--- config.mk ---
export PLATFORM = sky130hd
export DESIGN_NAME = move_controller
export DESIGN_NICKNAME = d
export VERILOG_FILES = /design/src/rtl/move_controller.sv
export SDC_FILE = /design/constraint.sdc
export NUM_CORES = 1
export LEC_CHECK = 0
export ABC_AREA = 1
export CAP_MARGIN = 20
export CORE_AREA = 2 2 138 140
export DETAILED_ROUTE_END_ITERATION = 7
export DIE_AREA = 0 0 140 142
export GPL_ROUTABILITY_DRIVEN = 0
export GPL_TIMING_DRIVEN = 0
export MAX_ROUTING_LAYER = met4
export PLACE_DENSITY = 0.77
export SLEW_MARGIN = 20
export SYNTH_ARGS = -nofsm -noshare
export SYNTH_HDL_FRONTEND = slang
export SYNTH_SLANG_ARGS = --single-unit
--- constraint.sdc ---
create_clock -name clk -period 11.5 [get_ports clk]
set_clock_uncertainty 0.15 [all_clocks]
set_input_delay 1.725 -clock clk [delete_from_list [all_inputs] [get_ports clk]]
set_output_delay 1.725 -clock clk [all_outputs]
set_load 0.03 [all_outputs]
--- src/rtl/move_controller.sv ---
// Player move controller: bounds-checks one move at a time, reads the target
// tile, updates the player position and emits in-grid neighbours for reveal.
// Ports:
//   clk, rst_n         clock, async active-low reset
//   cmd_valid/ready    move command handshake, cmd_dir 0=up 1=down 2=left 3=right
//   map_rd/addr/data   map read port, data valid one cycle after map_rd
//   pos                current player index (row*MAP_W+col)
//   reveal_valid/addr  one neighbour cell per cycle after each position change
//   move_done, blocked one-cycle result pulses; at_exit sticky on EXIT tile
module move_controller #(
   parameter int MAP_W     = 10,
   parameter int MAP_H     = 10,
   parameter int START_POS = 50
) (
   input  logic        clk,
   input  logic        rst_n,
   input  logic        cmd_valid,
   input  logic [1:0]  cmd_dir,
   output logic        cmd_ready,
   output logic        map_rd,
   output logic [15:0] map_addr,
   input  logic [15:0] map_data,
   output logic [15:0] pos,
   output logic        reveal_valid,
   output logic [15:0] reveal_addr,
   output logic        move_done,
   output logic        blocked,
   output logic        at_exit
);

   localparam logic [15:0] W  = 16'(MAP_W);
   localparam logic [15:0] H  = 16'(MAP_H);
   localparam logic [15:0] SP = 16'(START_POS);

   typedef enum logic [2:0] {
      S_REVEAL,
      S_IDLE,
      S_FETCH,
      S_CHECK,
      S_BLOCK,
      S_DONE
   } state_t;

   state_t      state_q;
   logic [15:0] pos_q;
   logic [15:0] tgt_q;
   logic [2:0]  idx_q;
   logic        cmd_ready_q;
   logic        map_rd_q;
   logic [15:0] map_addr_q;
   logic        reveal_valid_q;
   logic [15:0] reveal_addr_q;
   logic        move_done_q;
   logic        blocked_q;
   logic        at_exit_q;

   logic [15:0] row;
   logic [15:0] col;
   logic [3:0]  nb_ok;
   logic [15:0] nb_addr [4];
   logic        nb_found;
   logic [1:0]  nb_sel;
   logic        edge_d;
   logic [15:0] tgt_d;
   logic        pass;

   assign row = pos_q / W;
   assign col = pos_q % W;

   // Neighbour order up, down, left, right. Validity comes from row/col so
   // a right step from the last column never wraps into the next row.
   always_comb begin
      nb_ok[0]   = (row != 16'd0);
      nb_ok[1]   = (row != H - 16'd1);
      nb_ok[2]   = (col != 16'd0);
      nb_ok[3]   = (col != W - 16'd1);
      nb_addr[0] = pos_q - W;
      nb_addr[1] = pos_q + W;
      nb_addr[2] = pos_q - 16'd1;
      nb_addr[3] = pos_q + 16'd1;
   end

   // A command direction maps directly onto the neighbour table.
   assign edge_d = !nb_ok[cmd_dir];
   assign tgt_d  = nb_addr[cmd_dir];

   // First in-grid neighbour at or after the sweep index; skipped entries
   // cost no cycle.
   always_comb begin
      nb_found = 1'b0;
      nb_sel   = 2'd0;
      for (int k = 0; k < 4; k++) begin
         if (!nb_found && (3'(k) >= idx_q) && nb_ok[k]) begin
            nb_found = 1'b1;
            nb_sel   = 2'(k);
         end
      end
   end

   assign pass = (map_data != 16'd0) && (map_data <= 16'd4);

   always_ff @(posedge clk or negedge rst_n) begin
      if (!rst_n) begin
         state_q        <= S_REVEAL;
         pos_q          <= SP;
         tgt_q          <= 16'd0;
         idx_q          <= 3'd0;
         cmd_ready_q    <= 1'b0;
         map_rd_q       <= 1'b0;
         map_addr_q     <= 16'd0;
         reveal_valid_q <= 1'b0;
         reveal_addr_q  <= 16'd0;
         move_done_q    <= 1'b0;
         blocked_q      <= 1'b0;
         at_exit_q      <= 1'b0;
      end else begin
         map_rd_q       <= 1'b0;
         reveal_valid_q <= 1'b0;
         move_done_q    <= 1'b0;
         blocked_q      <= 1'b0;
         unique case (state_q)
            S_REVEAL: begin
               if (nb_found) begin
                  reveal_valid_q <= 1'b1;
                  reveal_addr_q  <= nb_addr[nb_sel];
                  idx_q          <= 3'(nb_sel) + 3'd1;
               end else begin
                  state_q     <= S_IDLE;
                  cmd_ready_q <= 1'b1;
               end
            end
            S_IDLE: begin
               if (cmd_valid) begin
                  cmd_ready_q <= 1'b0;
                  if (edge_d) begin
                     state_q   <= S_BLOCK;
                     blocked_q <= 1'b1;
                  end else begin
                     state_q    <= S_FETCH;
                     tgt_q      <= tgt_d;
                     map_rd_q   <= 1'b1;
                     map_addr_q <= tgt_d;
                  end
               end
            end
            S_FETCH: begin
               state_q <= S_CHECK;
            end
            S_CHECK: begin
               if (pass) begin
                  pos_q       <= tgt_q;
                  move_done_q <= 1'b1;
                  if (map_data == 16'd3) begin
                     at_exit_q <= 1'b1;
                     state_q   <= S_DONE;
                  end else begin
                     idx_q   <= 3'd0;
                     state_q <= S_REVEAL;
                  end
               end else begin
                  blocked_q <= 1'b1;
                  state_q   <= S_BLOCK;
               end
            end
            S_BLOCK: begin
               state_q     <= S_IDLE;
               cmd_ready_q <= 1'b1;
            end
            S_DONE: begin
               state_q <= S_DONE;
            end
            default: begin
               state_q <= S_REVEAL;
               idx_q   <= 3'd0;
            end
         endcase
      end
   end

   assign cmd_ready    = cmd_ready_q;
   assign map_rd       = map_rd_q;
   assign map_addr     = map_addr_q;
   assign pos          = pos_q;
   assign reveal_valid = reveal_valid_q;
   assign reveal_addr  = reveal_addr_q;
   assign move_done    = move_done_q;
   assign blocked      = blocked_q;
   assign at_exit      = at_exit_q;

endmodule

==> qor.csv <==
stage;metric;value;unit
routing;drt_iter0_drc;1201;
sta;setup_tns;0;ns
clocking;clkTransAtPathRegs;0.06;ns
logic_synthesis;synth-main-ff-cell;dfrtp_1;
worst_setup_path;crit_fanout;11;
routing;vias;11000;
routing;drc_errors;2;
logic_synthesis;seq_area_frac_synth;16.7;%
floorplan;core_area;18500;sq um
placement;place_hpwl;21.9;mm
logic_synthesis;yosysTopAreaCell;nand2_1;
flow_run;maxCapViolCount;0;
logic_synthesis;synthTopCellsByCount;nand2_1, nand3_1, nor2_1, inv_1;
clocking;ctsLongestPathBuffers;2;
finish;area_delta_synth_final;29.6;%
logic_synthesis;synthCells;1539;
finish;nets;1731;
sta;min_period;11.20;ns
logic_synthesis;syn-mean-instance-area;5.85;sq um
clocking;cts.sinks;60;
logic_synthesis;synth_fp_nets;1571;
logic_synthesis;synth_edf_count;0;
outcome;status;finished, violations left;
sta;drv_slew;0;
worst_setup_path;cp.required;11.58;ns
worst_setup_path;slowest_delay;0.43;ns
finish;drive_above_1_share;22.2;%
clocking;holdBufCountCts;0;
outcome;violations;DRC;
sta;tightest_slew;0.774;ns
clocking;cts_buffers;9;
worst_setup_path;worstSetupPathType;reg2reg;
hold_path;hold_class;reg2reg;
clocking;cts_max_level;3;
sta;hold_violations;0;
sta;rsz0062_at_grt;true;
clocking;cts_root_buf;clkbuf_16;
sta;min_period_over_period;97.4;%
grt;grt_use_total;28.2;%
worst_setup_path;critPathArrivalTime;11.28;ns
sta;max_freq;89.3;MHz
sta;relSlewSlack;48.4;%
grt;grt_pass1_wl;45.1;mm
placement;io_buffers;74;
sta;finalSetupViolCount;0;
logic_synthesis;yosys_warnings;0;
worst_setup_path;cp-start-kind;register;
floorplan;die_h;142;um
clocking;clock_latency;0.34;ns
logic_synthesis;synth_seq_cells;60;
routing;ant_nets;0;
logic_synthesis;yosys.area.top_type_share;20.4;%
logic_synthesis;syn-cell-area;9000;sq um
floorplan;die-width;140;um
floorplan;die_area;19900;sq um
routing;drt-total-wl;30.6;mm
floorplan;initial_core_util;48.7;%
clocking;tritoncts;built;
worst_setup_path;cp_common_cell;nand2_2;
worst_setup_path;crit_slowest_cell;dfrtp_2;
routing;wl_per_cell;15.8;um
floorplan;fp-row-count;50;
grt;antenna_found_initial;1;
worst_setup_path;end_kind;register;
floorplan;ioPinCount;75;
grt;grt_pass1_vias;9374;
logic_synthesis;yosysMostFrequentCell;nand2_1;
grt;overflow;0;
logic_synthesis;synth_area_leaders;nand2_1, dfrtp_1, nand3_1;
logic_synthesis;synthDistinctLibCells;52;
routing;vias_per_cell;5.66;
grt;grt_max_degree;57;
logic_synthesis;async_flop_share;100;%
routing;drt-pass1-iter-count;8;
## flip-flops by register name (all words and copies together), names as in the netlist, 3 cells and up
signal / count
map_addr: 16
reveal_addr: 16
idx_q: 3
pos: 16
state_q: 3
## layout by cell type (no fill, tap or decap), drive strengths merged, types with 2 or more instances in the layout
| master | count |
|---|---|
| nand2 | 559 |
| nor4 | 11 |
| ha | 11 |
| inv | 157 |
| dfrtp | 57 |
| nor3 | 20 |
| a22o | 2 |
| a31oi | 4 |
| clkdlybuf4s50 | 73 |
| nand3b | 6 |
| a21boi | 2 |
| nor2 | 197 |
| nand3 | 204 |
| and2 | 2 |
| xor2 | 61 |
| nor3b | 2 |
| a21oi | 37 |
| buf | 101 |
| nand4 | 35 |
| o22ai | 6 |
| clkbuf | 32 |
| o21ai | 88 |
| o211ai | 2 |
| xnor2 | 11 |
| dfstp | 3 |
| o21bai | 3 |
| o21a | 3 |
| clkinv | 7 |
## repair_timing
item | 4_1_cts | 5_1_grt
pin swaps | 2 | 56
resized for setup | 17 | 161
cloned | 0 | 8
setup endpoints to repair | 42 | 42
buffers inserted | 6 | 60
## per-layer routing
| metal | vias to the layer above | track usage (%) | wire length [um] |
|---|---|---|---|
| met2 | 530 | 43.8 | 14100 |
| met5 | - | - | 0 |
| li1 | 5310 | - | - |
| met3 | 103 | 3.40 | 2340 |
| met4 | 0 | 11.2 | 1110 |
| met1 | 5032 | 37.7 | 13000 |
## metrics by stage
stage	setup WS, ns	util, %	instances	instance area [sq um]	hold WS [ns]
after floorplan	1.25	-	1539	9000	0.321
final	0.304	63.2	1939	11700	0.324
after CTS	0.0454	56.7	1870	10500	0.325
after global routing	-0.309	63.2	1939	11700	0.338
after detailed placement	-1.12	54.5	1848	10100	0.310
after global placement	-1.02	54.3	1847	10000	0.311
## layout make-up
type,instances,area (sq um)
buffer,51,347
fill,1607,6790
clock inverter,7,73.8
clock buffer,9,225
timing repair buffer,146,1370
inverter,159,617
tap,234,293
antenna,1,2.50
multi-input combinational,1272,7230
sequential,60,1510
## worst paths after layout
path | end | slack [ns] | startpoint | cells after the start
max | idx_q[1] | 0.30 | pos[2] | 83
min | at_exit | 0.32 | at_exit | 1
max reg2reg | idx_q[1] | 0.30 | pos[2] | 83
min reg2reg | at_exit | 0.32 | at_exit | 1
max in group asynchronous | pos[5] | 9.65 | rst_n | 2
min in group asynchronous | reveal_addr[3] | 1.04 | rst_n | 1
## logic make-up (layout without fill, tap and decap cells)
| family | after synthesis | after routing | share of synthesized area [%] |
|---|---|---|---|
| AOI/OAI and AO/OA | 150 | 150 | 9.37 |
| xor gates and xnor gates | 72 | 72 | 7.01 |
| adders and majority gates | 11 | 11 | 1.53 |
| buffers and inverters | 210 | 372 | 10.0 |
| DFF | 60 | 60 | 16.7 |
| other | 0 | 1 | 0 |
| and+or+nand+nor | 1036 | 1039 | 55.4 |
## worst max-delay path, delay by kind of cell (launching register included)
family,cells,cell delay [ns]
buffers and inverters,11,1.56
AND/OR/NAND/NOR,68,8.08
AO/OA/AOI/OAI,2,0.43
flip-flops,1,0.43
adder cells (fa/ha/maj),2,0.40
Power is left out: the tool's default activity adds up to more than one toggle a clock period on the data nets, which glitch-free logic cannot reach.
